## config.mk

```make
export PLATFORM = sky130hd
export DESIGN_NAME = redmule_mx_store_arbiter
export DESIGN_NICKNAME = d
export VERILOG_FILES = /design/src/rtl/redmule_mx_store_arbiter.sv
export SDC_FILE = /design/constraint.sdc
export NUM_CORES = 2
export LEC_CHECK = 0
export ABC_AREA = 0
export CORE_AREA = 5 5 464 466
export DETAILED_ROUTE_END_ITERATION = 16
export DIE_AREA = 0 0 469 471
export SYNTH_ARGS = -nofsm -noshare
export SYNTH_HDL_FRONTEND = slang
export SYNTH_SLANG_ARGS = --single-unit
```

## constraint.sdc

```tcl
create_clock -name clk_i -period 7.31 [get_ports clk_i]
set_clock_uncertainty 0.2 [all_clocks]
set_input_delay 0.731 -clock clk_i [delete_from_list [all_inputs] [get_ports clk_i]]
set_output_delay 0.731 -clock clk_i [all_outputs]
set_load 0.005 [all_outputs]
```

## src/rtl/redmule_mx_store_arbiter.sv

```systemverilog
// redmule_mx_store_arbiter
// Schedules the MX output path onto the single Z store stream. Packed FP8 value
// beats pass straight through. Per-block 8-bit shared exponents are packed into
// full store beats. The two sources are round-robin arbitrated onto one stream.
// The block tracks beats/bytes per job, flushes a trailing partial exponent beat
// and pulses done_o when the job has fully drained.
// Optional feature: define REDMULE_MX_STORE_PERF_EN to add the perf_stall_o and
// perf_exp_beats_o counters.

module redmule_mx_store_arbiter #(
    parameter int unsigned DATAW_ALIGN  = 512,
    parameter int unsigned EXP_PER_BEAT = DATAW_ALIGN / 8,
    parameter int unsigned CNT_W        = 16
) (
    input  logic                       clk_i,
    input  logic                       rst_ni,
    input  logic                       clear_i,
    input  logic                       start_i,
    input  logic [CNT_W-1:0]           val_beats_i,
    input  logic [CNT_W-1:0]           exp_bytes_i,
    input  logic                       val_valid_i,
    input  logic [DATAW_ALIGN-1:0]     val_data_i,
    input  logic [DATAW_ALIGN/8-1:0]   val_strb_i,
    output logic                       val_ready_o,
    input  logic                       exp_valid_i,
    input  logic [7:0]                 exp_data_i,
    output logic                       exp_ready_o,
    output logic                       out_valid_o,
    output logic [DATAW_ALIGN-1:0]     out_data_o,
    output logic [DATAW_ALIGN/8-1:0]   out_strb_o,
    output logic                       out_sel_o,
    input  logic                       out_ready_i,
    output logic                       busy_o,
    output logic                       done_o
`ifdef REDMULE_MX_STORE_PERF_EN
    ,
    output logic [31:0]                perf_stall_o,
    output logic [15:0]                perf_exp_beats_o
`endif
);

    localparam int unsigned STRB_W = DATAW_ALIGN / 8;
    localparam int unsigned FILL_W = $clog2(EXP_PER_BEAT + 1);
    localparam int unsigned LANE_W = $clog2(EXP_PER_BEAT);

    localparam logic [1:0] ST_IDLE = 2'd0;
    localparam logic [1:0] ST_RUN  = 2'd1;
    localparam logic [1:0] ST_DONE = 2'd2;

    localparam logic SRC_VAL = 1'b0;
    localparam logic SRC_EXP = 1'b1;

    // Registered state
    logic [1:0]             state_q,       state_d;
    logic [CNT_W-1:0]       val_rem_q,     val_rem_d;
    logic [CNT_W-1:0]       exp_rem_q,     exp_rem_d;
    logic [FILL_W-1:0]      fill_q,        fill_d;
    logic [DATAW_ALIGN-1:0] exp_buf_q,     exp_buf_d;
    logic [STRB_W-1:0]      exp_strb_q,    exp_strb_d;
    logic                   exp_pending_q, exp_pending_d;
    logic                   lock_q,        lock_d;
    logic                   grant_q,       grant_d;
    logic                   rr_q,          rr_d;

    // Combinational helpers
    logic                   run;
    logic                   val_req;
    logic                   exp_req;
    logic                   grant;
    logic                   out_hs;
    logic                   val_hs;
    logic                   exp_hs;
    logic                   exp_acc;
    logic [FILL_W-1:0]      fill_inc;
    logic [EXP_PER_BEAT:0]  strb_wide;

    assign run      = (state_q == ST_RUN);
    assign val_req  = run && (val_rem_q != '0) && val_valid_i;
    assign exp_req  = exp_pending_q;
    assign fill_inc = fill_q + FILL_W'(1);

    // Grant selection: a locked beat keeps its source, otherwise round-robin
    // between the two requesters, or the single requester if only one asks.
    always_comb begin
        // NOTE: every combinational output gets a default first so no path
        // leaves it unassigned, which would otherwise infer a latch.
        grant = SRC_VAL;
        if (lock_q) begin
            grant = grant_q;
        end else if (val_req && exp_req) begin
            grant = ~rr_q;
        end else if (exp_req) begin
            grant = SRC_EXP;
        end
    end

    assign out_valid_o = (grant == SRC_EXP) ? exp_req : val_req;
    assign out_sel_o   = out_valid_o && (grant == SRC_EXP);
    assign out_data_o  = !out_valid_o          ? '0 :
                         (grant == SRC_EXP)    ? exp_buf_q : val_data_i;
    assign out_strb_o  = !out_valid_o          ? '0 :
                         (grant == SRC_EXP)    ? exp_strb_q : val_strb_i;

    // Value path is a combinational pass-through gated by the grant, so it adds
    // no latency; it only opens while value beats are still owed for the job.
    assign val_ready_o = run && (val_rem_q != '0) && out_ready_i && (grant == SRC_VAL);
    assign exp_ready_o = run && !exp_pending_q && (exp_rem_q != '0);

    assign out_hs  = out_valid_o && out_ready_i;
    assign val_hs  = out_hs && (grant == SRC_VAL);
    assign exp_hs  = out_hs && (grant == SRC_EXP);
    assign exp_acc = exp_ready_o && exp_valid_i;

    assign busy_o = (state_q != ST_IDLE);
    assign done_o = (state_q == ST_DONE);

    // Strobe mask covering lanes [fill_inc-1:0] of the beat being closed.
    always_comb begin
        strb_wide = ((EXP_PER_BEAT + 1)'(1) << fill_inc) - (EXP_PER_BEAT + 1)'(1);
    end

    // Next-state logic: counters, exponent packer, lock/round-robin, job FSM.
    always_comb begin
        state_d       = state_q;
        val_rem_d     = val_rem_q;
        exp_rem_d     = exp_rem_q;
        fill_d        = fill_q;
        exp_buf_d     = exp_buf_q;
        exp_strb_d    = exp_strb_q;
        exp_pending_d = exp_pending_q;
        lock_d        = out_valid_o && !out_ready_i;
        grant_d       = grant;
        rr_d          = rr_q;

        if (out_hs) begin
            rr_d = grant;
        end

        if (val_hs) begin
            val_rem_d = val_rem_q - CNT_W'(1);
        end

        // Sending the exponent beat frees the buffer; it restarts all-zero so
        // lanes a later partial beat does not write read back as zero.
        if (exp_hs) begin
            exp_pending_d = 1'b0;
            exp_buf_d     = '0;
            exp_strb_d    = '0;
        end

        // Pack an accepted byte into the next lane; close the beat when full or
        // when it holds the job's last byte.
        if (exp_acc) begin
            exp_buf_d[8*fill_q[LANE_W-1:0] +: 8] = exp_data_i;
            exp_rem_d = exp_rem_q - CNT_W'(1);
            if ((fill_inc == FILL_W'(EXP_PER_BEAT)) || (exp_rem_d == '0)) begin
                exp_pending_d = 1'b1;
                exp_strb_d    = strb_wide[STRB_W-1:0];
                fill_d        = '0;
            end else begin
                fill_d = fill_inc;
            end
        end

        case (state_q)
            ST_IDLE: begin
                if (start_i) begin
                    state_d       = ST_RUN;
                    val_rem_d     = val_beats_i;
                    exp_rem_d     = exp_bytes_i;
                    fill_d        = '0;
                    exp_buf_d     = '0;
                    exp_strb_d    = '0;
                    exp_pending_d = 1'b0;
                    lock_d        = 1'b0;
                end
            end
            ST_RUN: begin
                // Uses next-state values so done_o follows the last beat by one cycle.
                if ((val_rem_d == '0) && (exp_rem_d == '0) && !exp_pending_d) begin
                    state_d = ST_DONE;
                end
            end
            ST_DONE: begin
                state_d = ST_IDLE;
            end
            default: begin
                state_d = ST_IDLE;
            end
        endcase
    end

    // State registers; clear_i behaves exactly like reset and drops in-flight data.
    always_ff @(posedge clk_i or negedge rst_ni) begin
        // NOTE: sequential state uses non-blocking assignments so every register
        // samples the pre-edge values regardless of statement order.
        if (!rst_ni) begin
            state_q       <= ST_IDLE;
            val_rem_q     <= '0;
            exp_rem_q     <= '0;
            fill_q        <= '0;
            // NOTE: the exponent buffer is reset (not left uninitialised like a
            // RAM) because unwritten lanes of a partial beat must read as zero.
            exp_buf_q     <= '0;
            exp_strb_q    <= '0;
            exp_pending_q <= 1'b0;
            lock_q        <= 1'b0;
            grant_q       <= SRC_VAL;
            rr_q          <= SRC_VAL;
        end else if (clear_i) begin
            state_q       <= ST_IDLE;
            val_rem_q     <= '0;
            exp_rem_q     <= '0;
            fill_q        <= '0;
            exp_buf_q     <= '0;
            exp_strb_q    <= '0;
            exp_pending_q <= 1'b0;
            lock_q        <= 1'b0;
            grant_q       <= SRC_VAL;
            rr_q          <= SRC_VAL;
        end else begin
            state_q       <= state_d;
            val_rem_q     <= val_rem_d;
            exp_rem_q     <= exp_rem_d;
            fill_q        <= fill_d;
            exp_buf_q     <= exp_buf_d;
            exp_strb_q    <= exp_strb_d;
            exp_pending_q <= exp_pending_d;
            lock_q        <= lock_d;
            grant_q       <= grant_d;
            rr_q          <= rr_d;
        end
    end

`ifdef REDMULE_MX_STORE_PERF_EN
    logic [31:0] perf_stall_q;
    logic [15:0] perf_exp_beats_q;

    // Performance counters, restarted whenever a new job is accepted.
    always_ff @(posedge clk_i or negedge rst_ni) begin
        if (!rst_ni) begin
            perf_stall_q     <= '0;
            perf_exp_beats_q <= '0;
        end else if (clear_i || (start_i && (state_q == ST_IDLE))) begin
            perf_stall_q     <= '0;
            perf_exp_beats_q <= '0;
        end else begin
            if (out_valid_o && !out_ready_i) begin
                perf_stall_q <= perf_stall_q + 32'd1;
            end
            if (exp_hs) begin
                perf_exp_beats_q <= perf_exp_beats_q + 16'd1;
            end
        end
    end

    assign perf_stall_o     = perf_stall_q;
    assign perf_exp_beats_o = perf_exp_beats_q;
`endif

endmodule

```

==> reports/summary.txt <==
Initial Util -> 18.2%
Final period util -> 89.2%
number of flops mapped to enable cells by yosys -> 0
P&R area growth vs syn -> 46.3%
top cells by area, synth -> dfrtp_1 40%, nand2_1 15%, a21oi_1 9.9%
largest net degree at the start of global routing -> 186
Post-CTS Resized -> 0
Yosys Warn Count -> 0
number of global-route vias before repair -> 44,600
Buf/Inv on CP -> 3
gate count after technology mapping -> 5,536
met2 Usage GRT -> 38.1%
setup violators final -> 0
CP Capture Type -> output port
Post-DRT Antenna Nets -> 0
die area -> 221,000 µm²
Hold WC Path Type -> reg -> reg
slowest CP cell -> buf_4
syn nets -> 6,170
post-layout util -> 26.6%
crit path DAT -> 5590 ps
area leader, netlist -> dfrtp_1
synth unique cells -> 88
Root Buffer -> clkbuf_16
sequential area share after synthesis -> 40.5%
endpoints failing hold -> 0
asr flop ratio synth -> 100%
initial antenna violation count -> 117
fmax -> 0.153 GHz
post-route cell area -> 56,100 µm²
top-area cell type share of the netlist area -> 40.5%
non-filler cells, final -> 9,359
Port Buffers -> 1,204
delay-heaviest family, CP -> buffers and inverters
total track usage -> 24.4%
Final nets -> 7,072
ys flop type -> dfrtp_1
clock-pin transition on the worst setup and hold timing paths -> 60 ps
Site Rows -> 169
met1 usage -> 31.3%
RSZ-0062 raised after global routing -> no
Setup Crit Path Kind -> reg -> out
Cell Pwr Density -> 167 nW/µm²
Final GP Congestion -> 0.992
Synth Cell Area -> 38,400 µm²
Vias/cell -> 4.92
Residual DRC -> 0
Post-DP HPWL -> 220,000 µm
DIE WIDTH -> 469 µm
wire per inst -> 30.2 µm
Die Y -> 471 µm
average cell area after synthesis -> 6.93 µm²
via count -> 46,100
Final Critical Period -> 6520 ps
measured slew at the worst slew-check pin -> 1360 ps
Critical Path RT -> 6380 ps
GRT Max-Usage Layer -> met2
CTS sink cnt -> 621
core area -> 211,000 µm²
global route total overflow -> 0
Detailed Route WL -> 283,000 µm
post-synthesis register bit count -> 621
placed cell area -> 53,300 µm²
Pwr Total -> 0.00940 W
Lkg Pwr -> 21.6 nW
Placed Cells incl. Taps -> 9,176
worst skew pair latency -> 720 ps
worst-path fanout max -> 86
Num CTS Buffers -> 80
TritonCTS clock tree -> built
Worst VDD drop -> 0.000164 V
crit-path max cell delay -> 780 ps
CP most frequent cell -> buf_4
clock buffer depth -> 3
MaxCap Viol Count -> 0
Max-slew headroom -> 9.33%
First-pass DRT Iterations -> 6
max-slew violation count -> 0
status -> complete, no violations
routing usage on met3 -> 7.55%
number of H-tree levels -> 3
first-pass GRT wire length -> 380,000 µm
IO Count -> 1,205
crit start category -> register
CP cell instances -> nor4_1 > and4_1 > nor3_1 > and2_1 > o22ai_4 > buf_4 > buf_4 > a21oi_1 > clkdlybuf4s50_1
total negative slack -> 0 ps
DR iter-0 viols -> 4,743
layout cells sized above 1 -> 4.67%
## placed cells by master, fill, tap and decap left out, types with 12 or more instances in the layout
cell,n
buf_12,23
nand4_1,15
clkbuf_16,80
a211oi_1,39
a31oi_1,384
a21oi_1,757
nor3_1,89
clkinv_2,18
dfrtp_1,621
clkdlybuf4s50_1,1200
o211ai_1,12
a22oi_1,22
xnor2_1,47
and2_1,26
o21ai_0,58
clkbuf_8,14
and3_1,23
nand2b_1,21
xor2_1,23
inv_1,18
buf_4,72
clkbuf_1,12
nor2_1,907
nand2_1,1543
diode_2,34
nor4_1,15
nand3_1,204
## power breakdown
group	leakage (nW)	internal [W]	switching (W)	total [W]
sequential	8.65	0.00346	0.0000362	0.00349
clock	1.36	0.00246	0.00178	0.00425
combinational	11.5	0.000736	0.000923	0.00166
total	21.6	0.00666	0.00274	0.00940
## synth_stat cells (39+ instances only)
master	n
nand2_1	1546
a31oi_1	384
o21ai_0	59
clkbuf_1	386
nand3_1	205
dfrtp_1	621
a21oi_1	758
nor2_1	909
a211oi_1	39
nor3_1	97
xnor2_1	48
buf_2	75
## final timing paths
check	from	cells past startpoint	end	slack, ps
setup / recovery	val_rem_q[3]$_DFF_PN0_	9	out_data_o[484]	790
hold / removal	exp_strb_q[30]$_DFF_PN0_	2	exp_strb_q[30]$_DFF_PN0_	290
setup reg to reg	fill_q[0]$_DFF_PN0_	11	exp_buf_q[187]$_DFF_PN0_	2110
hold reg to reg	exp_strb_q[30]$_DFF_PN0_	2	exp_strb_q[30]$_DFF_PN0_	290
max in group asynchronous	rst_ni	3	exp_buf_q[398]$_DFF_PN0_	4950
min in group asynchronous	rst_ni	2	exp_strb_q[46]$_DFF_PN0_	370
## state kept, by name, indices dropped and copies added (netlist names)
register and count:
lock_q 1, val_rem_q 16, exp_rem_q 16, fill_q 7, exp_pending_q 1, grant_q 1
exp_strb_q 64, rr_q 1, state_q 2, exp_buf_q 512
## per-stage QoR
stage                     worst slack [ps]  hold slack, ps
after detailed placement              1520             274
after floorplan                       3350             235
final                                  786             286
after CTS                              722             289
after global routing                   401             304
after global placement                1590             262
## kinds of logic (layout without fill, tap and decap cells)
kind of cell	after synthesis	in the layout	synth area share (%)
buffers and inverters	498	1466	5.16
AOI/OAI and AO/OA	1380	1380	20.8
and+or+nand+nor	2947	2947	31.4
muxes	7	7	0.189
xor gates and xnor gates	72	72	1.64
DFF	621	621	40.5
adders and majority gates	11	11	0.359
other	0	34	0
## worst reg2reg max path: cells and delay by family (launching register included)
kind | cells | cell delay (ps)
fa+ha+maj | 1 | 310
simple gates | 7 | 3510
flops | 1 | 470
compound gates | 1 | 70
buf+inv | 2 | 550
## what timing repair did
| action | 4_1_cts | 5_1_grt |
|---|---|---|
| hold endpoints to repair | 54 | 0 |
| hold buffers | 1 | 0 |
| buffers inserted | 0 | 0 |
## metal layers
layer	wire length [µm]	up-vias	part of all wire (%)
met5	656	-	0.23
met4	13100	98	4.6
met3	25400	439	9.0
met2	126000	2164	44
met1	118000	22700	42
li1	-	20700	-
## final cells by class
cell class | count | area [µm²]
Sequential cell | 621 | 15500
Timing Repair Buffer | 1300 | 13100
Inverter | 18 | 67.6
Tap cell | 2821 | 3530
Clock buffer | 106 | 2240
Fill cell | 23300 | 155000
Clock inverter | 42 | 538
Multi-Input combinational cell | 4417 | 21100
Antenna cell | 34 | 85.1
Power figures use the tool's default switching activity.
